$ cat config.mk
export PLATFORM = sky130hd
export DESIGN_NAME = mem_stage_ctrl
export DESIGN_NICKNAME = d
export VERILOG_FILES = /design/src/rtl/mem_stage_ctrl.sv
export SDC_FILE = /design/constraint.sdc
export NUM_CORES = 2
export LEC_CHECK = 0
export ABC_CLOCK_PERIOD_IN_PS = 212200
export BUFFER_PORTS_ARGS = -buffer_cell sky130_fd_sc_hd__buf_2
export CAP_MARGIN = 20
export CORE_MARGIN = 2
export CORE_UTILIZATION = 60
export CTS_CLUSTER_SIZE = 28
export DETAILED_ROUTE_END_ITERATION = 10
export PLACE_DENSITY_LB_ADDON = 0.05
export SETUP_SLACK_MARGIN = 0.4
export SYNTH_ARGS = -nofsm -noshare
export SYNTH_HDL_FRONTEND = slang
export SYNTH_SLANG_ARGS = --single-unit
$ cat constraint.sdc
create_clock -name clk -period 212.2 [get_ports clk]
set_input_delay 42.44 -clock clk [delete_from_list [all_inputs] [get_ports clk]]
set_output_delay 42.44 -clock clk [all_outputs]
set_load 0.005 [all_outputs]
$ cat src/rtl/mem_stage_ctrl.sv
// mem_stage_ctrl
//   Memory-stage controller between the EX/MEM and MEM/WB pipeline registers.
//   It owns a word-addressed data memory and services one LDR/STR at a time
//   with a fixed latency of WAIT_CYCLES BUSY cycles. While an access is in
//   flight, ready is held low so that PC, IF/ID, ID/EX and EX/MEM freeze.
//
//   Optional feature: define MEM_RANGE_CHECK_EN to flag out-of-range or
//   misaligned accesses. A faulting access suppresses its store, returns 0
//   and raises err_o for its DONE cycle. Without the macro the word index
//   wraps modulo DEPTH and err_o is tied to 0.
//
// Ports
//   clk, rst     clock; asynchronous active-high reset (also clears memory)
//   mem_r_en_i   load request from EX/MEM
//   mem_w_en_i   store request from EX/MEM (wins over a load)
//   wb_en_i      write-back enable from EX/MEM
//   addr_i       byte address (ALU result)
//   wdata_i      store data
//   data_o       registered load data to MEM/WB
//   ready_o      1 = stage may advance, 0 = freeze upstream
//   wb_en_o      wb_en_i gated by ready_o
//   err_o        access-fault flag, valid in the DONE cycle
module mem_stage_ctrl #(
    parameter int BASE_ADDR   = 1024,
    parameter int DEPTH       = 64,
    parameter int WAIT_CYCLES = 4
) (
    input  logic        clk,
    input  logic        rst,
    input  logic        mem_r_en_i,
    input  logic        mem_w_en_i,
    input  logic        wb_en_i,
    input  logic [31:0] addr_i,
    input  logic [31:0] wdata_i,
    output logic [31:0] data_o,
    output logic        ready_o,
    output logic        wb_en_o,
    output logic        err_o
);

    localparam int AW = (DEPTH > 1) ? $clog2(DEPTH) : 1;
    localparam int CW = (WAIT_CYCLES > 1) ? $clog2(WAIT_CYCLES) : 1;
    localparam logic [CW-1:0] CNT_LAST = CW'(WAIT_CYCLES - 1);

    typedef enum logic [1:0] {IDLE, BUSY, DONE} state_t;

    state_t        state, state_nxt;
    logic [CW-1:0] cnt;
    logic          req;
    logic          commit;
    logic          fault;
    logic [31:0]   offs;
    logic [AW-1:0] idx;
    logic [31:0]   mem [DEPTH];

    assign req  = mem_r_en_i | mem_w_en_i;
    assign offs = addr_i - 32'(BASE_ADDR);
    assign idx  = offs[AW+1:2];

    // Bits of the offset that do not take part in word selection.
    logic unused_offs;
    assign unused_offs = ^{offs[31:AW+2], offs[1:0]};

`ifdef MEM_RANGE_CHECK_EN
    assign fault = (addr_i < 32'(BASE_ADDR))
                 | (addr_i >= 32'(BASE_ADDR + 4 * DEPTH))
                 | (addr_i[1:0] != 2'b00);
`else
    assign fault = 1'b0;
`endif

    // The access completes on the last BUSY edge; a request that drops in
    // BUSY aborts without touching memory or data_o.
    assign commit = (state == BUSY) & req & (cnt == CNT_LAST);

    always_ff @(posedge clk or posedge rst) begin
        if (rst) begin
            state <= IDLE;
            cnt   <= '0;
        end else begin
            state <= state_nxt;
            if (state == BUSY) cnt <= cnt + 1'b1;
            else               cnt <= '0;
        end
    end

    always_comb begin
        state_nxt = state;
        ready_o   = 1'b0;
        case (state)
            IDLE: begin
                ready_o = ~req;
                if (req) state_nxt = BUSY;
            end
            BUSY: begin
                if (!req)        state_nxt = IDLE;
                else if (commit) state_nxt = DONE;
            end
            DONE: begin
                ready_o   = 1'b1;
                state_nxt = IDLE;
            end
            default: state_nxt = IDLE;
        endcase
    end

    assign wb_en_o = wb_en_i & ready_o;

    // data_o always returns the pre-write word, also for stores.
    always_ff @(posedge clk or posedge rst) begin
        if (rst) begin
            data_o <= '0;
            for (int i = 0; i < DEPTH; i++) mem[i] <= '0;
        end else if (commit) begin
            data_o <= fault ? 32'd0 : mem[idx];
            if (mem_w_en_i && !fault) mem[idx] <= wdata_i;
        end
    end

`ifdef MEM_RANGE_CHECK_EN
    // Registered on the commit edge, so it is high only during DONE.
    always_ff @(posedge clk or posedge rst) begin
        if (rst) err_o <= 1'b0;
        else     err_o <= commit & fault;
    end
`else
    assign err_o = 1'b0;
`endif

endmodule

Yosys cells after proc, flatten, opt, wreduce, memory -nomap -nowiden
Cells that the tools add are included.
Storage, ports and cells
  bits in registers: 2084
  bits of input ports: 69
  logic and storage cells: 98
Operators by class
  $add $sub $neg: 2
  magnitude comparators: 2
  eq/ne operators: 5
  mux-type cells: 12
  bitwise logic cells: 6
  reductions and logical operators: 4
Operators by type and width (count)
  2048-bit bitwise mux: 1
  32-bit binary-select mux with 6-bit select: 1
  32-bit demux with 6-bit select: 1
  32-bit two-way mux: 3
  2-bit two-way mux: 4
  8-bit by 1-bit subtractor with 8-bit output, second input constant: 1
  7-bit >= comparator, second input constant: 1
  7-bit by 1-bit less-than comparator with 1-bit output, second input constant: 1
  6-bit inverter with 7-bit output: 1
  2-bit == test, second input constant: 2
  2-bit one-hot mux with 2 select lines: 1
  2-bit AND reduction: 2
  1-bit bitwise AND: 3
  3-bit inequality test, second input constant: 1
  2-bit by 1-bit adder with 2-bit output, second input constant: 1
  2-bit by 1-bit == test with 1-bit output, second input constant: 1
  2-bit zero test: 1
  2-bit inequality test, second input constant: 1
  1-bit one-hot mux with 2 select lines: 1
  1-bit logical AND: 1
  1-bit inverter: 1
  1-bit OR: 1

Logic depth before layout (Yosys ltp)
  depth in word-level cells: 7
  gate-level depth with buffers: 11
  gate-level depth less buffers: 7

Worst setup path after synthesis
Ideal clock, no wire load.
  kind: in2out
  start: input port mem_w_en_i
  end: output port wb_en_o
  data arrival time: 42.898 ns
  required time: 169.760 ns
  path slack: 126.862 ns
  stages: 4
  path buffers: 0
  cells stage by stage: nor2_1 nor2_1 nor2_1 and2_1
On the way
  cells in the longest elaborated chain, start to end: 4
RTL lines
  from (decl): line 31  | input logic mem_w_en_i,
  1-bit OR: line 56  | assign req = mem_r_en_i | mem_w_en_i;
  1-bit inverter: line 92  | ready_o = ~req;
  1-bit one-hot mux with 2 select lines: line 90  | case (state)
  net ready_o: line 36  | output logic ready_o,
  1-bit bitwise AND: line 107  | assign wb_en_o = wb_en_i & ready_o;
  to (decl): line 37  | output logic wb_en_o,
The timed path passes the listed nets, and every way through them passes these cells.

Worst setup path in the final report
  start: input port mem_w_en_i
  end: output port wb_en_o
On the way
  cells in the longest elaborated chain, start to end: 4
RTL lines (line)
  1-bit OR: 56
  1-bit inverter: 92
  1-bit one-hot mux with 2 select lines: 90
  1-bit bitwise AND: 107
No other way between the ends.

==> qor.txt <==
status: finished, final reports clean
final setup margin: 126.66 ns
Area Growth Syn to Fin: 9.68%
Fillers: 11300
Clock Tree Buf Depth: 3
largest net degree at the start of global routing: 190
combinational power share: 0.092
RSZ-0062 raised after global routing: no
WP buf/inv: 2
setup_tns: 0 ns
Root Buffer: clkbuf_16
die area: 161000 um^2
average wire per standard cell: 35.0 um
Post-DRT Antenna Nets: 0
final WL: 303000 um
internal power: 674 uW
Die Width: 401 um
Worst VDD drop: 0.00000866 V
final slew viol count: 0
placement-stage cell area: 96400 um^2
H-tree levels: 4
CP required: 169.76 ns
cts bufs inserted: 212
TritonCTS clock tree: done
share of cells above drive strength 1: 0.466
Hold Path Class: flop to flop
Design Power: 898 uW
most frequent cells in the layout: 2172 x mux2_2, 2084 x dfrtp_1, 229 x a221oi_1, 219 x clkbuf_16, 190 x buf_4
core region area: 156000 um^2
total gr overflow: 0
CP cell instances: buf_2, nor2_1, nor2_1, nor2_1, and2_1, buf_2
Data arrival, critical path: 43.10 ns
DP HPWL: 171000 um
Unique masters post-synth: 74
DRT iter0 DRCs: 6670
Worst-Skew Late Latency: 0.84 ns
DRC viols: 0
f_max: 11.7 MHz
post-CTS setup repair buffer count: 0
Max-Cap Viols: 0
Final min period: 85.54 ns
Multi-input gate area: 39600 um^2
Finished Cell Area: 104000 um^2
post-cts sizing count: 0
CP max FO: 3
commonest non-fill, non-tap cell in the layout: mux2_2
CP Capture Type: output port
CP max-delay cell: nor2_1
worst slew pin tran: 1.31 ns
Worst-path clk slew: 0.06 ns
Die Ht: 401 um
FFs w/ async S/R, synth: 1.00
Syn Inst Count: 6622
CP top delay family: simple AND/OR/NAND/NOR gates
drt pass-1 iters: 6
final hold viol count: 0
antenna violations before repair: 11
crit path kind: input port to output port
initial cell density of the core: 0.605
EDFF count, synth: 0
pre-CTS WS: 126.67 ns
vias post-DR: 60800
Power Density: 8.66 nW/um^2
GRT Util Overall: 0.377
Post-Syn Nets: 6692
P_sw: 224 uW
Row Count: 145
register area share after synthesis: 0.552
first-pass GRT wire length: 440000 um
port bufs: 76
biggest cell delay along the critical path: 0.16 ns
vias in the first global route: 61000
most used cell, CP: nor2_1
final setup violation count: 0
Yosys warnings: 0
ys flop type: dfrtp_1
Clock Sinks: 2084
Mapped Area: 94600 um^2
Final #Nets: 6497
WHS: 0.450 ns
period utilization: 0.403
Sequential Power Share: 0.483
Post-CTS Hold Buffers: 0
post-DR vias/cell: 7.02
Ports: 104
Seq cells post-synth: 2084
Sw Ratio: 0.249
RePlAce Congestion: 0.841
Clk pwr share: 0.425
Avg Inst Size Synth: 14.3 um^2
Clock Skews: 0.0350 ns
CP startpoint kind: input port
Slew HR: 0.124
Register Area: 52200 um^2
Pleak: 49.8 nW
power by group through the flow:
stage / registers, mW / logic (mW) / clock network, mW
2_1_floorplan: 0.438 / 0.0530 / 0
3_3_place_gp: 0.439 / 0.0793 / 0
3_5_place_dp: 0.441 / 0.0811 / 0
4_1_cts: 0.434 / 0.0813 / 0.384
5_1_grt: 0.436 / 0.0876 / 0.401
6_report: 0.434 / 0.0828 / 0.382
layer usage:
layer	wire, um	share of wire	global-route usage	vias up
li1	-	-	-	24200
met1	126000	0.42	0.541	33100
met2	135000	0.45	0.562	2839
met3	29400	0.097	0.0911	675
met4	12100	0.040	0.137	10
met5	56	0.00018	0	-
sequential cells by signal (all words and copies together), names as in the netlist:
name and flops:
cnt 2, data_o 32, mem 2048, state 2
area by class of cell:
cell class | count | area share
Multi-Input combinational cell | 3838 | 0.382
Clock buffer | 346 | 0.0641
Timing Repair Buffer | 286 | 0.0214
Clock inverter | 40 | 0.00458
Inverter | 5 | 0.000338
Sequential cell | 2084 | 0.503
Tap cell | 2058 | 0.0248
Antenna cell | 2 | 0.0000483
Yosys cell counts (42+ instances only):
cell type | number | area share
buf_4 | 42 | 0.0033
dfrtp_1 | 2084 | 0.55
o21ai_0 | 88 | 0.0047
mux2i_1 | 179 | 0.019
clkbuf_1 | 270 | 0.011
a22oi_1 | 151 | 0.012
mux4_2 | 180 | 0.043
mux2_2 | 2172 | 0.26
buf_1 | 58 | 0.0023
nand2_1 | 96 | 0.0038
buf_2 | 297 | 0.016
nor2_1 | 193 | 0.0077
a221oi_1 | 229 | 0.021
o22ai_1 | 81 | 0.0054
a21oi_1 | 124 | 0.0066
kinds of logic (layout without fill, tap and decap cells):
kind of cell / after synthesis / in the layout / share of synthesized area
DFF: 2084 / 2084 / 0.552
buffers and inverters: 700 / 677 / 0.0358
other: 1 / 3 / 0.0000397
adders and majority gates: 1 / 1 / 0.000132
AOI/OAI and AO/OA: 863 / 863 / 0.0675
muxes: 2570 / 2570 / 0.326
and+or+nand+nor: 403 / 403 / 0.0190
stage by stage:
stage / util / std cells
after detailed placement: 0.616 / 8259
after floorplan: - / 6622
final: 0.663 / 8659
after CTS: 0.662 / 8645
after global routing: 0.663 / 8657
after global placement: 0.616 / 8258
path summary, 6_finish.rpt:
check | from | to | slack [ns] | depth (start not counted)
setup / recovery | mem_w_en_i | wb_en_o | 126.66 | 6
hold / removal | cnt[0]$_DFF_PP0_ | cnt[0]$_DFF_PP0_ | 0.45 | 1
setup reg to reg | cnt[0]$_DFF_PP0_ | mem[1820]$_DFFE_PP0P_ | 208.22 | 6
hold reg to reg | cnt[0]$_DFF_PP0_ | cnt[0]$_DFF_PP0_ | 0.45 | 1
max in group asynchronous | rst | mem[108]$_DFFE_PP0P_ | 165.59 | 7
min in group asynchronous | rst | mem[710]$_DFFE_PP0P_ | 41.71 | 2
Note: power is estimated with default switching activity, not from simulation.
